**src/rtl/mem_access_unit_if.sv**
```systemverilog
// ---------------------------------------------------------------------------
// | Module      : mem_access_unit_if                                        |
// | Description : Request/response bundle between the pipeline MEM stage    |
// |               and the load/store sequencer.                             |
// | Revision    : 1.0 - initial release                                     |
// ---------------------------------------------------------------------------
`default_nettype none

interface mem_access_unit_if;
  logic        i_req_valid;
  logic        i_req_we;
  logic [2:0]  i_funct3;
  logic [31:0] i_addr;
  logic [31:0] i_wdata;
  logic        o_busy;
  logic        o_done;
  logic [31:0] o_rdata;
  logic [1:0]  o_fault;

  // Pipeline side: issues requests, observes completion
  modport master (
    output i_req_valid, i_req_we, i_funct3, i_addr, i_wdata,
    input  o_busy, o_done, o_rdata, o_fault
  );

  // Sequencer side
  modport slave (
    input  i_req_valid, i_req_we, i_funct3, i_addr, i_wdata,
    output o_busy, o_done, o_rdata, o_fault
  );
endinterface

`default_nettype wire

```
**src/rtl/mem_access_unit.sv**
```systemverilog
// ---------------------------------------------------------------------------
// | Module      : mem_access_unit                                           |
// | Description : RV32 load/store sequencer. Turns byte/half/word requests  |
// |               into aligned word accesses, with read-modify-write for    |
// |               sub-word stores and lane extraction for sub-word loads.   |
// |               Optional macro MEM_ACCESS_PERF_EN adds load/store         |
// |               completion counters.                                      |
// | Revision    : 1.0 - initial release                                     |
// ---------------------------------------------------------------------------
`default_nettype none

module mem_access_unit #(
  parameter int MEM_ADDR_BITS = 20
) (
  input  wire logic        i_clk,
  input  wire logic        i_rst,
  input  wire logic        i_clk_enable,
  mem_access_unit_if.slave req,
  output logic             o_mem_write,
  output logic [31:0]      o_mem_addr,
  output logic [31:0]      o_mem_data,
  input  wire logic [31:0] i_mem_data
`ifdef MEM_ACCESS_PERF_EN
  ,
  output logic [31:0]      o_cnt_loads,
  output logic [31:0]      o_cnt_stores
`endif
);

  localparam logic [2:0] S_IDLE   = 3'd0;
  localparam logic [2:0] S_LOAD   = 3'd1;
  localparam logic [2:0] S_RMW_RD = 3'd2;
  localparam logic [2:0] S_WRITE  = 3'd3;
  localparam logic [2:0] S_DONE   = 3'd4;

  logic [2:0]  state_q, state_d;
  logic [31:0] addr_q;
  logic [31:0] wdata_q;
  logic [2:0]  f3_q;
  logic        we_q;
  logic [31:0] merge_q;
  logic [31:0] rdata_q;
  logic [1:0]  fault_q;

  logic        w_accept;
  logic        w_illegal;
  logic        w_oor;
  logic        w_mis;
  logic [1:0]  w_fault;
  logic [4:0]  w_shift;
  logic [31:0] w_lane;
  logic [31:0] w_load_val;
  logic [31:0] w_mask;
  logic [31:0] w_merged;

  assign w_accept = (state_q == S_IDLE) && req.i_req_valid;

  // Classify the incoming request; illegal size beats range beats alignment
  always_comb begin
    w_illegal = req.i_req_we ? (req.i_funct3 > 3'd2)
                             : ((req.i_funct3 == 3'd3) || (req.i_funct3 == 3'd6) ||
                                (req.i_funct3 == 3'd7));
    w_oor     = (req.i_addr >> MEM_ADDR_BITS) != 32'd0;
    w_mis     = ((req.i_funct3[1:0] == 2'b01) && req.i_addr[0]) ||
                ((req.i_funct3[1:0] == 2'b10) && (req.i_addr[1:0] != 2'b00));
    w_fault   = 2'b00;
    if (w_illegal)  w_fault = 2'b10;
    else if (w_oor) w_fault = 2'b11;
    else if (w_mis) w_fault = 2'b01;
  end

  // Lane extraction for loads and lane merge for sub-word stores
  always_comb begin
    w_shift = {addr_q[1:0], 3'b000};
    w_lane  = i_mem_data >> w_shift;
    case (f3_q)
      3'b000:  w_load_val = {{24{w_lane[7]}}, w_lane[7:0]};
      3'b001:  w_load_val = {{16{w_lane[15]}}, w_lane[15:0]};
      3'b100:  w_load_val = {24'd0, w_lane[7:0]};
      3'b101:  w_load_val = {16'd0, w_lane[15:0]};
      default: w_load_val = i_mem_data;
    endcase
    w_mask   = (f3_q[1:0] == 2'b00) ? (32'h0000_00FF << w_shift)
                                    : (32'h0000_FFFF << w_shift);
    w_merged = (i_mem_data & ~w_mask) | ((wdata_q << w_shift) & w_mask);
  end

  // State register; reset wins over the clock enable
  always_ff @(posedge i_clk) begin
    if (i_rst)             state_q <= S_IDLE;
    else if (i_clk_enable) state_q <= state_d;
  end

  // Next-state selection
  always_comb begin
    state_d = state_q;
    case (state_q)
      S_IDLE: begin
        if (req.i_req_valid) begin
          if (w_fault != 2'b00)           state_d = S_DONE;
          else if (!req.i_req_we)         state_d = S_LOAD;
          else if (req.i_funct3 == 3'd2)  state_d = S_WRITE;
          else                            state_d = S_RMW_RD;
        end
      end
      S_LOAD:   state_d = S_DONE;
      S_RMW_RD: state_d = S_WRITE;
      S_WRITE:  state_d = S_DONE;
      S_DONE:   state_d = S_IDLE;
      default:  state_d = S_IDLE;
    endcase
  end

  // Request latch, load result and merge word
  always_ff @(posedge i_clk) begin
    if (i_rst) begin
      addr_q  <= 32'd0;
      wdata_q <= 32'd0;
      f3_q    <= 3'd0;
      we_q    <= 1'b0;
      merge_q <= 32'd0;
      rdata_q <= 32'd0;
      fault_q <= 2'b00;
    end else if (i_clk_enable) begin
      if (w_accept) begin
        addr_q  <= req.i_addr;
        wdata_q <= req.i_wdata;
        f3_q    <= req.i_funct3;
        we_q    <= req.i_req_we;
        merge_q <= req.i_wdata;
        rdata_q <= 32'd0;
        fault_q <= w_fault;
      end else if (state_q == S_LOAD) begin
        rdata_q <= w_load_val;
      end else if (state_q == S_RMW_RD) begin
        merge_q <= w_merged;
      end
    end
  end

  // Outputs decoded from the current state
  always_comb begin
    req.o_busy  = (state_q != S_IDLE);
    req.o_done  = (state_q == S_DONE);
    o_mem_write = (state_q == S_WRITE) && i_clk_enable && !i_rst;
    o_mem_addr  = (state_q == S_IDLE) ? 32'd0 : {addr_q[31:2], 2'b00};
    o_mem_data  = (state_q == S_WRITE) ? merge_q : 32'd0;
  end

  assign req.o_rdata = rdata_q;
  assign req.o_fault = fault_q;

`ifdef MEM_ACCESS_PERF_EN
  logic [31:0] cnt_loads_q;
  logic [31:0] cnt_stores_q;

  // Count successful completions, once per enabled DONE cycle
  always_ff @(posedge i_clk) begin
    if (i_rst) begin
      cnt_loads_q  <= 32'd0;
      cnt_stores_q <= 32'd0;
    end else if (i_clk_enable && (state_q == S_DONE) && (fault_q == 2'b00)) begin
      if (we_q) cnt_stores_q <= cnt_stores_q + 32'd1;
      else      cnt_loads_q  <= cnt_loads_q + 32'd1;
    end
  end

  assign o_cnt_loads  = cnt_loads_q;
  assign o_cnt_stores = cnt_stores_q;
`endif

endmodule

`default_nettype wire

```
**src/flat_wrapper.sv**
```systemverilog
// flat-port wrapper written by rule: the top's interface ports become plain ports
module mem_access_unit_flat 
#(
  parameter int MEM_ADDR_BITS = 20
)
  (i_clk, i_rst, i_clk_enable, o_mem_write, o_mem_addr, o_mem_data, i_mem_data, req_i_req_valid, req_i_req_we, req_i_funct3, req_i_addr, req_i_wdata, req_o_busy, req_o_done, req_o_rdata, req_o_fault);
  mem_access_unit_if req_i ();
  input  wire logic i_clk;
  input  wire logic i_rst;
  input  wire logic i_clk_enable;
  output logic o_mem_write;
  output logic [31:0] o_mem_addr;
  output logic [31:0] o_mem_data;
  input  wire logic [31:0] i_mem_data;
  input wire logic [$bits(req_i.i_req_valid)-1:0] req_i_req_valid;
  input wire logic [$bits(req_i.i_req_we)-1:0] req_i_req_we;
  input wire logic [$bits(req_i.i_funct3)-1:0] req_i_funct3;
  input wire logic [$bits(req_i.i_addr)-1:0] req_i_addr;
  input wire logic [$bits(req_i.i_wdata)-1:0] req_i_wdata;
  output wire logic [$bits(req_i.o_busy)-1:0] req_o_busy;
  output wire logic [$bits(req_i.o_done)-1:0] req_o_done;
  output wire logic [$bits(req_i.o_rdata)-1:0] req_o_rdata;
  output wire logic [$bits(req_i.o_fault)-1:0] req_o_fault;
  assign req_i.i_req_valid = req_i_req_valid;
  assign req_i.i_req_we = req_i_req_we;
  assign req_i.i_funct3 = req_i_funct3;
  assign req_i.i_addr = req_i_addr;
  assign req_i.i_wdata = req_i_wdata;
  assign req_o_busy = req_i.o_busy;
  assign req_o_done = req_i.o_done;
  assign req_o_rdata = req_i.o_rdata;
  assign req_o_fault = req_i.o_fault;
  mem_access_unit #(.MEM_ADDR_BITS(MEM_ADDR_BITS)) u_core (.i_clk(i_clk), .i_rst(i_rst), .i_clk_enable(i_clk_enable), .req(req_i), .o_mem_write(o_mem_write), .o_mem_addr(o_mem_addr), .o_mem_data(o_mem_data), .i_mem_data(i_mem_data));
endmodule
```
**config.mk**
```make
export PLATFORM = sky130hd
export DESIGN_NAME = mem_access_unit_flat
export DESIGN_NICKNAME = d
export VERILOG_FILES = /design/src/rtl/mem_access_unit_if.sv /design/src/rtl/mem_access_unit.sv /design/src/flat_wrapper.sv
export SDC_FILE = /design/constraint.sdc
export NUM_CORES = 1
export LEC_CHECK = 0
export ABC_CLOCK_PERIOD_IN_PS = 1900
export CAP_MARGIN = 25
export CORE_MARGIN = 2
export CORE_UTILIZATION = 48
export CTS_BUF_LIST = sky130_fd_sc_hd__clkbuf_4
export CTS_CLUSTER_SIZE = 28
export DETAILED_ROUTE_END_ITERATION = 16
export PLACE_DENSITY = 0.9
export SKIP_LAST_GASP = 1
export SLEW_MARGIN = 10
export SYNTH_ARGS = -nofsm -noshare
export SYNTH_HDL_FRONTEND = slang
export SYNTH_SLANG_ARGS = --single-unit
```
**constraint.sdc**
```tcl
create_clock -name i_clk -period 1.9 [get_ports i_clk]
set_input_delay 0.19 -clock i_clk [delete_from_list [all_inputs] [get_ports i_clk]]
set_output_delay 0.19 -clock i_clk [all_outputs]
set_load 0.01 [all_outputs]
```
# --- After elaboration in Yosys (flattened, before gate mapping) ---
# Index checks and enable logic that the tools add are counted.
totals:
  inputBits: 104
  register_bits: 136
  out_inout_bits: 101
  elab_cells: 72
classes:
  muxes: 18
  n_eq_ne: 15
  shifts: 4
  reduce_logical: 23
  n_bitwise: 4
  magnitude_cmp: 1
op_table:
  columns: ["op", "count"]
  rows:
  - ["$mux W32", 8]
  - ["$pmux W32 S4", 1]
  - ["$and A32 B32 Y32", 2]
  - ["$not A32 Y32", 1]
  - ["$or A32 B32 Y32", 1]
  - ["$reduce_bool A32 Y1", 1]
  - ["$shl A16 B5 Y32 const A", 1]
  - ["$shl A32 B5 Y32", 1]
  - ["$shl A8 B5 Y32 const A", 1]
  - ["$shr A32 B5 Y16", 1]
  - ["$eq A3 B3 Y1 const B", 5]
  - ["$eq A3 B2 Y1 const B", 4]
  - ["$mux W3", 3]
  - ["$pmux W3 S3", 1]
  - ["$reduce_bool A2 Y1", 4]
  - ["$eq A3 B1 Y1 const B", 2]
  - ["$logic_not A3 Y1", 2]
  - ["$reduce_and A2 Y1", 3]
  - ["$logic_and A1 B1 Y1", 5]
  - ["$mux W2", 2]
  - ["$gt A3 B2 Y1 const B", 1]
  - ["$logic_or A1 B1 Y1", 3]
  - ["$mux W1", 3]
  - ["$reduce_and A3 Y1", 1]
  - ["other kinds (8)", 8]

# --- Depth between registers and ports, before layout ---
depth:
  ltp_word: 10
  ltp_mapped: 8
  mapped_depth_nobuf: 4

# --- Worst setup path before layout ---
# Ideal clock, no wire load.
synth_timing:
  path_type: "register -> register"
  start: "reg u_core.state_q[1]"
  end: "reg u_core.rdata_q[20] (netlist: u_core.req.o_rdata[20])"
  n_path_buf: 4
  setup_time_ns: 0.115
  t_required_ns: 1.785
  path_stages_with_launch: 9
  period_less_slack_ns: 1.633
  t_arrival_ns: 1.518
  slack_ns: 0.267
  cell_sequence: "dfxtp_1 > buf_2 > and4bb_1 > buf_4 > and2_1 > buf_4 > o2111ai_4 > buf_6 > o2bb2ai_2"
synth_via:
  elab_chain_len: 4
  elab_cells_between_ends: 6
  cone_classes: "eq/ne (1); mux (1); reduce/logical (4)"
synth_lines:
  columns: ["element", "line_no", "text"]
  rows:
  - ["start, declared", "mem_access_unit.sv:36", "logic [2:0] state_q, state_d;"]
  - ["start signal, assigned", "mem_access_unit.sv:91", "else if (i_clk_enable) state_q <= state_d;"]
  - ["$logic_not A3 Y1", "mem_access_unit.sv:56", "assign w_accept = (state_q == S_IDLE) && req.i_req_valid;"]
  - ["$logic_and A1 B1 Y1", "mem_access_unit.sv:56", null]
  - ["$reduce_bool A2 Y1 (no line)", null, null]
  - ["$reduce_and A2 Y1 (no line)", null, null]
  - ["end signal, assigned", "mem_access_unit.sv:134", "rdata_q <= w_load_val;"]
  - ["end, declared", "mem_access_unit.sv:42", "logic [31:0] rdata_q;"]
# Parallel ways exist; a longest one is shown, timed or not.
# A chain may end at the register's enable or synchronous reset.

# --- Worst setup path after layout ---
layout_timing:
  start: "reg u_core.state_q[0]"
  end: "out o_mem_addr[10]"
layout_via:
  elab_chain_len: 2
layout_lines:
  columns: ["element", "line_no", "text"]
  rows:
  - ["$logic_not A3 Y1", "mem_access_unit.sv:146", "o_mem_addr = (state_q == S_IDLE) ? 32'd0 : {addr_q[31:2], 2'b00};"]
  - ["$mux W32", "mem_access_unit.sv:146", null]
  - ["end, declared", "flat_wrapper.sv:12", "output logic [31:0] o_mem_addr;"]
# Every way passes these cells.

==> run_results.csv <==
group,metric,value,unit
route,drt-vias-per-instance,5.92,
route,remaining_drc_errors,0,
route,drt_pass1_iterations,5,
sta,finalSetupTns,-1.06,ns
critical_path,timing.critical_path.cells,"buf_6 > nor3_4 > buf_6 > buf_12 > buf_6 > nor2b_1 > buf_2",
power_and_ir_drop,netSwitchingPower,1.65,mW
floorplanning,core.rowCount,41,
synthesis,synth-async-reset-ratio,0,%
finish,nNetsFinal,1090,
synthesis,yosysUniqueCellTypes,53,
cts,clock_tree.buffer_depth,2,
sta,final_worst_clock_skew,0.0173,ns
critical_path,regToRegSetupSlack,0,ns
cts,cts_buffers,17,
synthesis,synth_area,6160,um2
critical_path,crit_cells,7,
power_and_ir_drop,worst_ir_drop_vdd,0.584,mV
synthesis,synth_enable_flop_cells,0,
global_route,antenna_found_initial,1,
critical_path,crit_fanout,7,
power_and_ir_drop,netSwitchingFraction,29.5,%
critical_path,timing.setup.critical_path_class,"flip-flop to output pin",
sta,final-max-slew-violation-count,0,
cts,ctsHtreeMaxLevel,4,
route,drt-initial-drc-count,917,
sta,hold-worst-slack,0.106,ns
critical_path,worstPathRequired,1.71,ns
placed_design,port_buffers,202,
sta,finalHoldViolCount,0,
synthesis,synthCells,774,
cts,clock-root-buffer,"sky130_fd_sc_hd__clkbuf_4",
synthesis,warning_count_from_the_yosys_run,0,
synthesis,synth_seq_area_share,39.0,%
route,route.final.wire_length,23100,um
synthesis,syn_avg_cell_area,7.96,um2
flow_run,drv.max_cap_violation_count,0,
floorplanning,die_h,117,um
power_and_ir_drop,power.share.clock,32.2,%
floorplanning,floorplan.die.width,117,um
floorplanning,floorplan.core_area,12600,um2
power_and_ir_drop,internal_power,3.93,mW
critical_path,critPathCaptureType,"output pin",
power_and_ir_drop,comb_power_share,19.8,%
placed_design,place_hpwl,14900,um
critical_path,critPathLaunchType,"flip-flop",
power_and_ir_drop,total_leakage_power,3.39,nW
critical_path,cpPeakStageDelay,0.38,ns
global_route,grt_pass1_wl,35100,um
critical_path,cpMaxStageDelayCell,"sky130_fd_sc_hd__dfxtp_4",
synthesis,synth_commonest_cells,"148 x sky130_fd_sc_hd__nand2_1, 120 x sky130_fd_sc_hd__dfxtp_1, 95 x sky130_fd_sc_hd__a21oi_1",
finish,syn_to_final_growth,44.6,%
route,dr_wl_cell,19.7,um
synthesis,ys.flop_type,"sky130_fd_sc_hd__dfxtp_1",
finish,postLayoutCoreUtil,70.9,%
run_status,run_status,"finished with violations",
power_and_ir_drop,sequentialPowerShare,48.0,%
global_route,track_usage,32.1,%
sta,post-route-period-util,105,%
synthesis,synth_top_cells_by_area,"sky130_fd_sc_hd__dfxtp_1 39%, sky130_fd_sc_hd__nand2_1 9.0%, sky130_fd_sc_hd__a21oi_1 7.7%, sky130_fd_sc_hd__nor2_1 3.5%, sky130_fd_sc_hd__and2_1 3.5%",
power_and_ir_drop,total_power,5.57,mW
synthesis,synth_top_cell_by_area,"sky130_fd_sc_hd__dfxtp_1",
critical_path,most_repeated_library_cell_on_the_critical_path,"sky130_fd_sc_hd__buf_6",
cts,clkTransAtPathRegs,0.10,ns
hold_path,worst_hold_path_type,"primary input to flip-flop",
synthesis,synth_top_cell_area_share,39.0,%
run_status,violations,"setup timing",
synthesis,synth_seq_cells,120,
placed_design,globalplace.congestion,0.891,
floorplanning,num_io_pins,205,
route,via_count,6937,
route,number_of_nets_still_failing_antenna_checks_after_routing,0,
hold_path,min_delay_path_depth,3,
floorplanning,initial_util,49.0,%
sta,maxSlewHeadroom,62.6,%
sta,minimum_setup_slack_in_the_final_design,-0.0942,ns
critical_path,reg2regPathDepth,5,
sta,fmax,501,MHz
sta,grt_setup_unrepaired,"yes",
finish,fillerInstances,923,
sta,worst_margin_slew,0.562,ns
global_route,gr-total-overflow,0,
cts,cts_hold_fix_bufs,0,
floorplanning,design.die.area,13800,um2
critical_path,crit_family,"buffers and inverters",
global_route,grt_start_max_net_pins,51,
sta,endpoints_failing_setup,43,
critical_path,path_buf_inv,5,
cts,tritoncts_clock_tree,"done",
global_route,first_global_vias,6648,
sta,layout_min_cycle_time,1.99,ns
cts,worstSkewPairLatency,0.58,ns
critical_path,worstPathArrival,1.80,ns
power_and_ir_drop,pd_cells,625,nW/um2
synthesis,most_common_cell_in_the_netlist,"sky130_fd_sc_hd__nand2_1",
cts,cts_sinks,120,
finish,share_of_cells_above_drive_strength_1,19.9,%
## repair_timing
item	CTS	global route
gates resized for setup	259	45
setup buffers	10	3
gates cloned	6	0
setup endpoints to repair	66	66
pin swaps	3	2
## power groups by stage
| stage | registers [mW] | logic (mW) | clock network, mW |
|---|---|---|---|
| after global routing | 2.69 | 1.17 | 1.89 |
| after detailed placement | 2.73 | 1.01 | 0 |
| final | 2.68 | 1.10 | 1.79 |
| after global placement | 2.72 | 0.999 | 0 |
| after floorplan | 2.71 | 0.535 | 0 |
| after CTS | 2.67 | 1.05 | 1.79 |
## state kept, by name, indices dropped and copies added, names as in the netlist
signal	cells
u_core.addr_q	32
u_core.merge_q	32
u_core.req.o_rdata	32
u_core.wdata_q	16
u_core.f3_q	3
u_core.state_q	3
u_core.req.o_fault	2
## per-stage QoR
stage | setup slack, ns | cell area [um2] | instances
3_3_place_gp | 0.0411 | 8550 | 1123
2_1_floorplan | 0.267 | 6170 | 775
5_1_grt | -0.151 | 8910 | 1171
3_5_place_dp | -0.0232 | 8550 | 1123
4_1_cts | -0.132 | 8850 | 1169
6_report | -0.0942 | 8910 | 1171
## routing by layer
layer  vias up  global-route usage, %  routed length (um)
met3       105                   7.83                2240
met4         0                   18.4                1160
met2       469                   51.0               10600
li1       3168                      -                   -
met1      3195                   39.7                9120
met5         -                      0                   0
## cells by family after synthesis
| family | Yosys count | share of synthesized area (%) |
|---|---|---|
| multiplexers | 18 | 2.92 |
| other | 1 | 0.0608 |
| AO/OA/AOI/OAI | 240 | 27.9 |
| flip-flops | 120 | 39.0 |
| buffers and inverters | 84 | 6.56 |
| AND/OR/NAND/NOR | 311 | 23.6 |
## cell type report
class                   count  area (um2)  area share, %
well taps                 172         215           2.42
clock buffers              20         150           1.68
multi-input cells         571        3440           38.6
flip-flops and latches    120        2410           27.1
clock inverters            11         108           1.21
diodes                      1        2.50         0.0281
repair buffers            271        2560           28.8
inverters                   5        21.3          0.239
## worst paths after layout
path,from,to
min reg2reg,u_core.addr_q[7],u_core.addr_q[7]
min,i_rst,u_core.addr_q[28]
max reg2reg,u_core.state_q[1],u_core.merge_q[0]
max,u_core.state_q[0],o_mem_addr[10]
## layout by cell type, fill, tap and decap left out, types with 3 or more instances in the layout
cell,n
sky130_fd_sc_hd__o221ai_1,8
sky130_fd_sc_hd__dfxtp_1,117
sky130_fd_sc_hd__nand3_1,10
sky130_fd_sc_hd__buf_2,53
sky130_fd_sc_hd__clkbuf_2,3
sky130_fd_sc_hd__o2bb2ai_2,9
sky130_fd_sc_hd__a32o_1,9
sky130_fd_sc_hd__o31ai_1,8
sky130_fd_sc_hd__a2bb2oi_1,7
sky130_fd_sc_hd__buf_4,43
sky130_fd_sc_hd__buf_12,15
sky130_fd_sc_hd__o2bb2ai_1,23
sky130_fd_sc_hd__a21oi_1,95
sky130_fd_sc_hd__nand2_1,147
sky130_fd_sc_hd__clkinv_2,5
sky130_fd_sc_hd__mux2i_1,18
sky130_fd_sc_hd__and2_4,4
sky130_fd_sc_hd__nor2b_1,27
sky130_fd_sc_hd__inv_1,3
sky130_fd_sc_hd__buf_6,16
sky130_fd_sc_hd__a311o_1,9
sky130_fd_sc_hd__clkbuf_4,20
sky130_fd_sc_hd__nor2_1,56
sky130_fd_sc_hd__and2_1,30
sky130_fd_sc_hd__buf_16,4
sky130_fd_sc_hd__o21ai_0,20
sky130_fd_sc_hd__nor4_1,4
sky130_fd_sc_hd__o31a_1,7
sky130_fd_sc_hd__clkdlybuf4s50_1,136
sky130_fd_sc_hd__nor2b_4,6
sky130_fd_sc_hd__o211ai_1,10
sky130_fd_sc_hd__a211oi_1,23
sky130_fd_sc_hd__and3_1,6
## worst reg2reg max path: cells and delay by family (launching register included)
kind / cells / cell delay (ns)
and+or+nand+nor: 1 / 0.57
AOI/OAI and AO/OA: 2 / 0.51
buffers and inverters: 2 / 0.40
DFF: 1 / 0.35
(Power assumes the default switching activity.)
